$ cat src/rtl/riscv_pkg.sv
// Shared pipeline definitions: widths, NOP encoding, fetch FSM encoding and
// the IF/ID register layout reused by later pipeline registers.
package riscv_pkg;

  localparam int          XLEN             = 32;
  localparam logic [31:0] NOP_INSTR        = 32'h0000_0013;
  localparam logic [31:0] RESET_PC_DEFAULT = 32'h0000_0000;

  localparam logic [0:0] ST_BOOT = 1'b0;
  localparam logic [0:0] ST_RUN  = 1'b1;

  typedef struct packed {
    logic [31:0] pc;
    logic [31:0] pc4;
    logic [31:0] instr;
    logic        valid;
  } if_id_t;

  localparam if_id_t IF_ID_BUBBLE = '{pc: 32'h0, pc4: 32'h0, instr: NOP_INSTR, valid: 1'b0};

  function automatic logic [31:0] pc_plus4(input logic [31:0] pc);
    return pc + 32'd4;
  endfunction

endpackage

$ cat src/rtl/fetch_stage_if.sv
// Instruction-memory port of the fetch stage.
// Handshake: none; the memory is a combinational read, so imem_rdata reflects
// imem_addr within the same cycle and is always accepted (no valid/ready).
interface fetch_stage_if;
  logic [31:0] imem_addr;
  logic [31:0] imem_rdata;

  modport master (output imem_addr, input imem_rdata);
  modport slave  (input imem_addr, output imem_rdata);
endinterface

$ cat src/rtl/fetch_stage_if_id_reg.sv
// Pipeline register holding pc/pc4/instr/valid with load, bubble and hold.
// Reset and bubble both leave a NOP with valid=0.
module if_id_reg
  import riscv_pkg::*;
(
  input  logic   clk,
  input  logic   reset,
  input  logic   load,
  input  logic   bubble,
  input  if_id_t d,
  output if_id_t q
);

  // Bubble takes priority over load; neither asserted means hold.
  always_ff @(posedge clk) begin
    if (!reset || bubble) begin
      q <= IF_ID_BUBBLE;
    end else if (load) begin
      q <= d;
    end
  end

endmodule

$ cat src/rtl/fetch_stage.sv
// Instruction-fetch stage: PC register, IF/ID register, redirect/stall control,
// misaligned-redirect pulse and a count of valid instructions fetched.
module fetch_stage
  import riscv_pkg::*;
#(
  parameter int          XLEN     = 32,
  parameter logic [31:0] RESET_PC = RESET_PC_DEFAULT
) (
  input  logic                 clk,
  input  logic                 reset,
  fetch_stage_if.master        imem,
  input  logic                 stall_if,
  input  logic                 redirect_valid,
  input  logic [31:0]          redirect_pc,
  output logic [31:0]          if_id_pc,
  output logic [31:0]          if_id_pc4,
  output logic [31:0]          if_id_instr,
  output logic                 if_id_valid,
  output logic                 misalign_fault,
  output logic [31:0]          fetch_count,
  output logic [0:0]           fsm_state
);

  if (XLEN != 32) begin : g_xlen_check
    $error("fetch_stage supports XLEN=32 only");
  end

  logic [31:0] pc;
  logic [0:0]  state;
  logic        ifid_load;
  logic        ifid_bubble;
  if_id_t      ifid_d;
  if_id_t      ifid_q;

  // Redirect beats stall: the EX instruction is older than anything in IF.
  always_comb begin
    ifid_load   = 1'b0;
    ifid_bubble = 1'b0;
    if (state == ST_BOOT || redirect_valid) begin
      ifid_bubble = 1'b1;
    end else if (!stall_if) begin
      ifid_load = 1'b1;
    end
  end

  assign ifid_d = '{pc: pc, pc4: pc_plus4(pc), instr: imem.imem_rdata, valid: 1'b1};

  if_id_reg u_if_id_reg (
    .clk    (clk),
    .reset  (reset),
    .load   (ifid_load),
    .bubble (ifid_bubble),
    .d      (ifid_d),
    .q      (ifid_q)
  );

  always_ff @(posedge clk) begin
    if (!reset) begin
      pc             <= RESET_PC;
      state          <= ST_BOOT;
      misalign_fault <= 1'b0;
      fetch_count    <= 32'h0;
    end else begin
      state          <= ST_RUN;
      misalign_fault <= 1'b0;
      if (state == ST_RUN) begin
        if (redirect_valid) begin
          pc             <= {redirect_pc[31:2], 2'b00};
          misalign_fault <= |redirect_pc[1:0];
        end else if (!stall_if) begin
          pc          <= pc_plus4(pc);
          fetch_count <= fetch_count + 32'd1;
        end
      end
    end
  end

  assign imem.imem_addr = pc;
  assign if_id_pc       = ifid_q.pc;
  assign if_id_pc4      = ifid_q.pc4;
  assign if_id_instr    = ifid_q.instr;
  assign if_id_valid    = ifid_q.valid;
  assign fsm_state      = state;

endmodule

$ cat src/flat_wrapper.sv
// flat-port wrapper written by rule: the top's interface ports become plain ports
module fetch_stage_flat import riscv_pkg::*;
#(
  parameter int          XLEN     = 32,
  parameter logic [31:0] RESET_PC = RESET_PC_DEFAULT
)
  (clk, reset, stall_if, redirect_valid, redirect_pc, if_id_pc, if_id_pc4, if_id_instr, if_id_valid, misalign_fault, fetch_count, fsm_state, imem_imem_addr, imem_imem_rdata);
  fetch_stage_if imem_i ();
  input  logic clk;
  input  logic reset;
  input  logic stall_if;
  input  logic redirect_valid;
  input  logic [31:0] redirect_pc;
  output logic [31:0] if_id_pc;
  output logic [31:0] if_id_pc4;
  output logic [31:0] if_id_instr;
  output logic if_id_valid;
  output logic misalign_fault;
  output logic [31:0] fetch_count;
  output logic [0:0] fsm_state;
  output wire logic [$bits(imem_i.imem_addr)-1:0] imem_imem_addr;
  input wire logic [$bits(imem_i.imem_rdata)-1:0] imem_imem_rdata;
  assign imem_imem_addr = imem_i.imem_addr;
  assign imem_i.imem_rdata = imem_imem_rdata;
  fetch_stage #(.XLEN(XLEN), .RESET_PC(RESET_PC)) u_core (.clk(clk), .reset(reset), .imem(imem_i), .stall_if(stall_if), .redirect_valid(redirect_valid), .redirect_pc(redirect_pc), .if_id_pc(if_id_pc), .if_id_pc4(if_id_pc4), .if_id_instr(if_id_instr), .if_id_valid(if_id_valid), .misalign_fault(misalign_fault), .fetch_count(fetch_count), .fsm_state(fsm_state));
endmodule
$ cat config.mk
export PLATFORM = sky130hd
export DESIGN_NAME = fetch_stage_flat
export DESIGN_NICKNAME = d
export VERILOG_FILES = /design/src/rtl/riscv_pkg.sv /design/src/rtl/fetch_stage_if.sv /design/src/rtl/fetch_stage_if_id_reg.sv /design/src/rtl/fetch_stage.sv /design/src/flat_wrapper.sv
export SDC_FILE = /design/constraint.sdc
export NUM_CORES = 1
export LEC_CHECK = 0
export ABC_AREA = 1
export ABC_CLOCK_PERIOD_IN_PS = 3100
export CORE_ASPECT_RATIO = 1.1
export CORE_MARGIN = 3
export CORE_UTILIZATION = 48
export CTS_BUF_LIST = sky130_fd_sc_hd__clkbuf_4 sky130_fd_sc_hd__clkbuf_8
export DETAILED_ROUTE_END_ITERATION = 16
export PLACE_DENSITY = 0.91
export SETUP_SLACK_MARGIN = 0.1
export SYNTH_ARGS = -nofsm -noshare
export SYNTH_HDL_FRONTEND = slang
export SYNTH_HIERARCHICAL = 1
export SYNTH_SLANG_ARGS = --single-unit
export TNS_END_PERCENT = 100
$ cat constraint.sdc
create_clock -name clk -period 3.1 [get_ports clk]
set_clock_uncertainty 0.2 [all_clocks]
set_input_delay 0.93 -clock clk [delete_from_list [all_inputs] [get_ports clk]]
set_output_delay 0.93 -clock clk [all_outputs]
set_load 0.005 [all_outputs]
---- Word-level counts from Yosys, hierarchy flattened ----
Cells that the tools add are included.
operators by class
  add/subtract/negate cells ............... 2
  equal/unequal tests ..................... 1
  mux-type cells .......................... 6
  bitwise logic cells ..................... 3
  reduce and logical (&&, ||, !) cells .... 7
operators with widths
  kind                                                             number
  32-bit 2-to-1 mux                                                2
  32-bit by 1-bit adder with 32-bit output, second input constant  1
  32-bit by 3-bit adder with 32-bit output, second input constant  1
  3-bit AND reduction                                              2
  1-bit 2-to-1 mux                                                 4
  1-bit NOT                                                        3
  1-bit logical OR                                                 2
  2-bit by 1-bit != test with 1-bit output, second input constant  1
  2-bit AND reduction                                              1
  2-bit OR reduction                                               1
  1-bit logical NOT                                                1
storage, ports and cells
  bits in registers ....................... 163
  input bits .............................. 68
  output and inout bits ................... 163
  word-level logic and storage cells ...... 27

---- Logic depth before layout (Yosys ltp) ----
  depth in word-level cells ............... 4
  mapped depth ............................ 11
  depth with buffers taken out ............ 10

---- Hierarchy ----
Netlist, hierarchy kept.
modules (own cells, without submodules)
  module       instances  cells each  area each (µm²)
  fetch_stage  1          678         4329.2
  if_id_reg    1          423         3368.2

---- Worst setup path after synthesis ----
No wires, ideal clock.
  path type ............................... input to register
  from .................................... input port redirect_valid
  to ...................................... register u_core/u_if_id_reg/q[1] in the netlist's numbering
  library setup time ...................... 0.121 ns
  data arrival time ....................... 2.028 ns
  path slack .............................. 0.751 ns
  cell stages on the path ................. 11
  path buffers ............................ 5
  cells stage by stage .................... buf_2 > clkinv_2 > nand2_1 > nor2_1 > buf_2 > buf_6 > inv_4 > buf_6 > buf_6 > nand2_1 > nand3_1
on the way
  longest elaborated chain between the ends .. 3
  elaborated cells between the ends (all ways) .. 4
  classes of those cells .................. 2 x mux; 2 x reduce/logical
RTL lines
  item                    line                         source
  start, declared         flat_wrapper.sv:12           input logic redirect_valid;
  1-bit logical OR        fetch_stage.sv:39            if (state == ST_BOOT || redirect_valid) begin
  1-bit 2-to-1 mux        fetch_stage.sv:39
  via u_core.ifid_bubble  fetch_stage.sv:31            logic ifid_bubble;
  1-bit logical OR        fetch_stage_if_id_reg.sv:16  if (!reset || bubble) begin
  end signal, assigned    fetch_stage_if_id_reg.sv:17  q <= IF_ID_BUBBLE;
  end signal, assigned    fetch_stage_if_id_reg.sv:19  q <= d;
  end, declared           fetch_stage_if_id_reg.sv:11  output if_id_t q
The timed path passes the listed nets, and every way through them passes these cells.
A chain may end at the register's enable or synchronous reset.

---- Worst setup path after layout ----
  from .................................... register u_core.state (netlist: u_core/fsm_state)
  to ...................................... output port fsm_state
RTL lines
  item                    line                source
  start, declared         fetch_stage.sv:29   logic [0:0] state;
  start signal, assigned  fetch_stage.sv:60   state <= ST_BOOT;
  start signal, assigned  fetch_stage.sv:64   state <= ST_RUN;
  end, declared           flat_wrapper.sv:20  output logic [0:0] fsm_state;
No word-level cell between the ends.

==> impl_metrics.json <==
{
  "worstMarginPinSlew_ns": 0.937,
  "die_w_um": 127,
  "route.detailed.drc": 0,
  "path_cells": "clkdlybuf4s50_1",
  "gp_routability_congestion": 0.937,
  "hp-class": "reg -> reg",
  "nFillCells": 1249,
  "cts_made_buffers": 17,
  "pnr_total_power_mw": 4.29,
  "holdBufCountCts": 0,
  "clock_tree.buffer_depth": 2,
  "slowest_delay_ns": 0.61,
  "core.rowCount": 47,
  "port_buffers": 228,
  "vdd_drop_max_mv": 0.259,
  "rsz0062_at_grt": "false",
  "synthToLayoutAreaGrowth_pct": 34.3,
  "start_util": 0.500,
  "final.setup.tns_ns": 0,
  "synth_top_cell_area_share": 0.419,
  "tritoncts_num_sinks": 161,
  "setup.worst_path.class": "reg -> out",
  "clk_pin_slew_ns": 0.08,
  "setup.worst_path.start_class": "register",
  "post_cts.resized_instances": 0,
  "synthCells": 1101,
  "power_per_cell_area_nw_per_um2": 415,
  "yosys-top-cells-area": "dfxtp_1, nand2_1, a21oi_1",
  "core_area_um2": 15400,
  "ys_warn_count": 6,
  "postSynth.asyncResetShare": 0,
  "max_cap_viol_count": 0,
  "critical_path.top_delay_family": "buffers and inverters",
  "drv_slew": 0,
  "grt_util_all_layers": 0.252,
  "layout_min_cycle_time_ns": 2.69,
  "die-area_um2": 17600,
  "vias_in_the_first_global_route": 7408,
  "synthDistinctLibCells": 39,
  "detailroute.via_count": 7838,
  "postCtsSetupRepairBufs": 0,
  "setup_viol": 0,
  "clock_latency_ns": 0.46,
  "static-leakage-power_nw": 3.60,
  "mapped_cell_area_um2": 7700,
  "clock_tree.htree_level_count": 4,
  "slew-limit-headroom": 0.375,
  "postSynth.topFlopCell": "dfxtp_1",
  "timing.final.crit_share": 0.867,
  "layout.area.seq_um2": 3220,
  "initial_drt_markers": 737,
  "ys_ff_latch": 161,
  "crit_path_slowest_cell": "clkdlybuf4s50_1",
  "cp_data_arrival_time_ns": 1.56,
  "grt_max_degree": 62,
  "finalNetCount": 1353,
  "number_of_detailed_routing_iterations_run_before_antenna_repair": 5,
  "synth_area_per_cell_um2": 6.99,
  "clock_tree.root_cell": "clkbuf_8",
  "routed_via_density": 5.25,
  "worstSetupEndpointType": "output port",
  "final_antenna_net_count": 0,
  "status": "completed",
  "area_used_by_multi_input_combinational_logic_um2": 3770,
  "synth-seq-area-share": 0.419,
  "tritoncts": "built",
  "design.portCount": 231,
  "max_freq_mhz": 372,
  "timing.critical_path.buf_inv": 1,
  "path_max_fanout": 6,
  "die_height_um": 139,
  "grt_pass1_wl_mm": 36.7,
  "detailed_place_hpwl_mm": 16.3,
  "detail_route.wl_per_cell_um": 15.3,
  "post_synthesis_cell_type_with_the_largest_combined_area": "dfxtp_1",
  "hold_viol_final": 0,
  "fraction_of_final_layout_cells_with_drive_strength_greater_than_1": 0.0756,
  "finalWirelength_mm": 22.9,
  "synth_enable_flop_cells": 0,
  "grt_antenna_before_repair": 3,
  "grt_overflow": 0,
  "worstPathRequired_ns": 1.97
}
## state kept, by name, summed over array words and instances (netlist names)
register               flops
u_core/misalign_fault      1
u_core/fsm_state           1
u_core/imem.imem_addr     30
u_core/u_if_id_reg/q      97
u_core/fetch_count        32
## final timing paths
kind / depth (start not counted) / slack [ns] / from / endpoint
worst min register to register: 2 / 0.26 / u_core/u_if_id_reg/q[25] / u_core/u_if_id_reg/q[25]
worst max register to register: 10 / 1.06 / u_core/imem.imem_addr[3] / u_core/u_if_id_reg/q[59]
worst max-delay path: 1 / 0.41 / u_core/fsm_state / fsm_state
worst min-delay path: 2 / 0.26 / u_core/u_if_id_reg/q[25] / u_core/u_if_id_reg/q[25]
## power breakdown
part           switching [mW]  leakage, nW  internal, mW
combinational           0.209         2.08         0.210
sequential             0.0673         1.30          2.11
clock                   0.853        0.219         0.847
total                    1.13         3.60          3.16
## metal layers
metal | routed length, µm | GRT usage | part of all wire
met1 | 9260 | 0.313 | 0.41
met2 | 10900 | 0.418 | 0.47
met3 | 2020 | 0.0716 | 0.088
met4 | 690 | 0.0903 | 0.030
met5 | 27 | 0 | 0.0012
## placed cells by master (no fill, tap or decap), types with 4 or more instances in the layout
cell | synthesis | final
nand2_1 | 393 | 392
clkdlybuf4s50_1 | 0 | 228
a21oi_1 | 165 | 165
dfxtp_1 | 161 | 161
nor2_1 | 85 | 84
inv_1 | 52 | 52
o21ai_0 | 40 | 39
nand3_1 | 28 | 28
clkbuf_8 | 0 | 18
nor2_4 | 10 | 11
nor2_2 | 11 | 11
inv_6 | 0 | 9
nand2_2 | 9 | 9
xor2_1 | 8 | 8
buf_4 | 35 | 8
xor2_2 | 7 | 7
conb_1 | 2 | 7
and2_1 | 6 | 6
xnor2_1 | 6 | 6
nand3_2 | 5 | 5
buf_12 | 0 | 5
nand3b_1 | 4 | 4
## through the flow
stage               hold WS, ns  utilization  area (µm²)  cells  setup slack [ns]
floorplan                 0.255            -        7720   1106             0.751
global placement          0.247        0.643        9900   1460             0.139
detailed placement        0.251        0.643        9900   1460            0.0880
CTS                       0.265        0.671       10300   1492             0.402
global route              0.287        0.671       10300   1493             0.315
finish                    0.260        0.671       10300   1493             0.413
## cell usage after synthesis, types with 3 or more instances
cell	n
nand3_1	28
xnor2_1	6
a21oi_1	165
buf_6	6
nand3b_1	4
xor2_2	7
nor2_4	10
nand2_2	9
nor2_1	85
nand3_2	5
nand2_1	393
buf_1	4
dfxtp_1	161
xor2_1	8
clkbuf_1	13
nand4_1	3
buf_4	35
o21ai_0	40
and2_1	6
nor3_1	3
buf_2	25
inv_1	52
nor2_2	11
## area by class of cell
type / count / share of cell area
diodes: 1 / 0.000242
clock buffers: 18 / 0.0240
clock inverters: 14 / 0.0181
inverters: 57 / 0.0211
multi-input cells: 805 / 0.365
flip-flops and latches: 161 / 0.312
well taps: 196 / 0.0237
repair buffers: 241 / 0.236
## logic make-up after synthesis
kind of cell,count (synthesis),synth area share
AND/OR/NAND/NOR,563,0.311
AO/OA/AOI/OAI,212,0.140
flip-flops,161,0.419
buffers and inverters,140,0.0957
XOR/XNOR,21,0.0307
adder cells (fa/ha/maj),2,0.00325
other,2,0.000976
(Power assumes the default switching activity.)
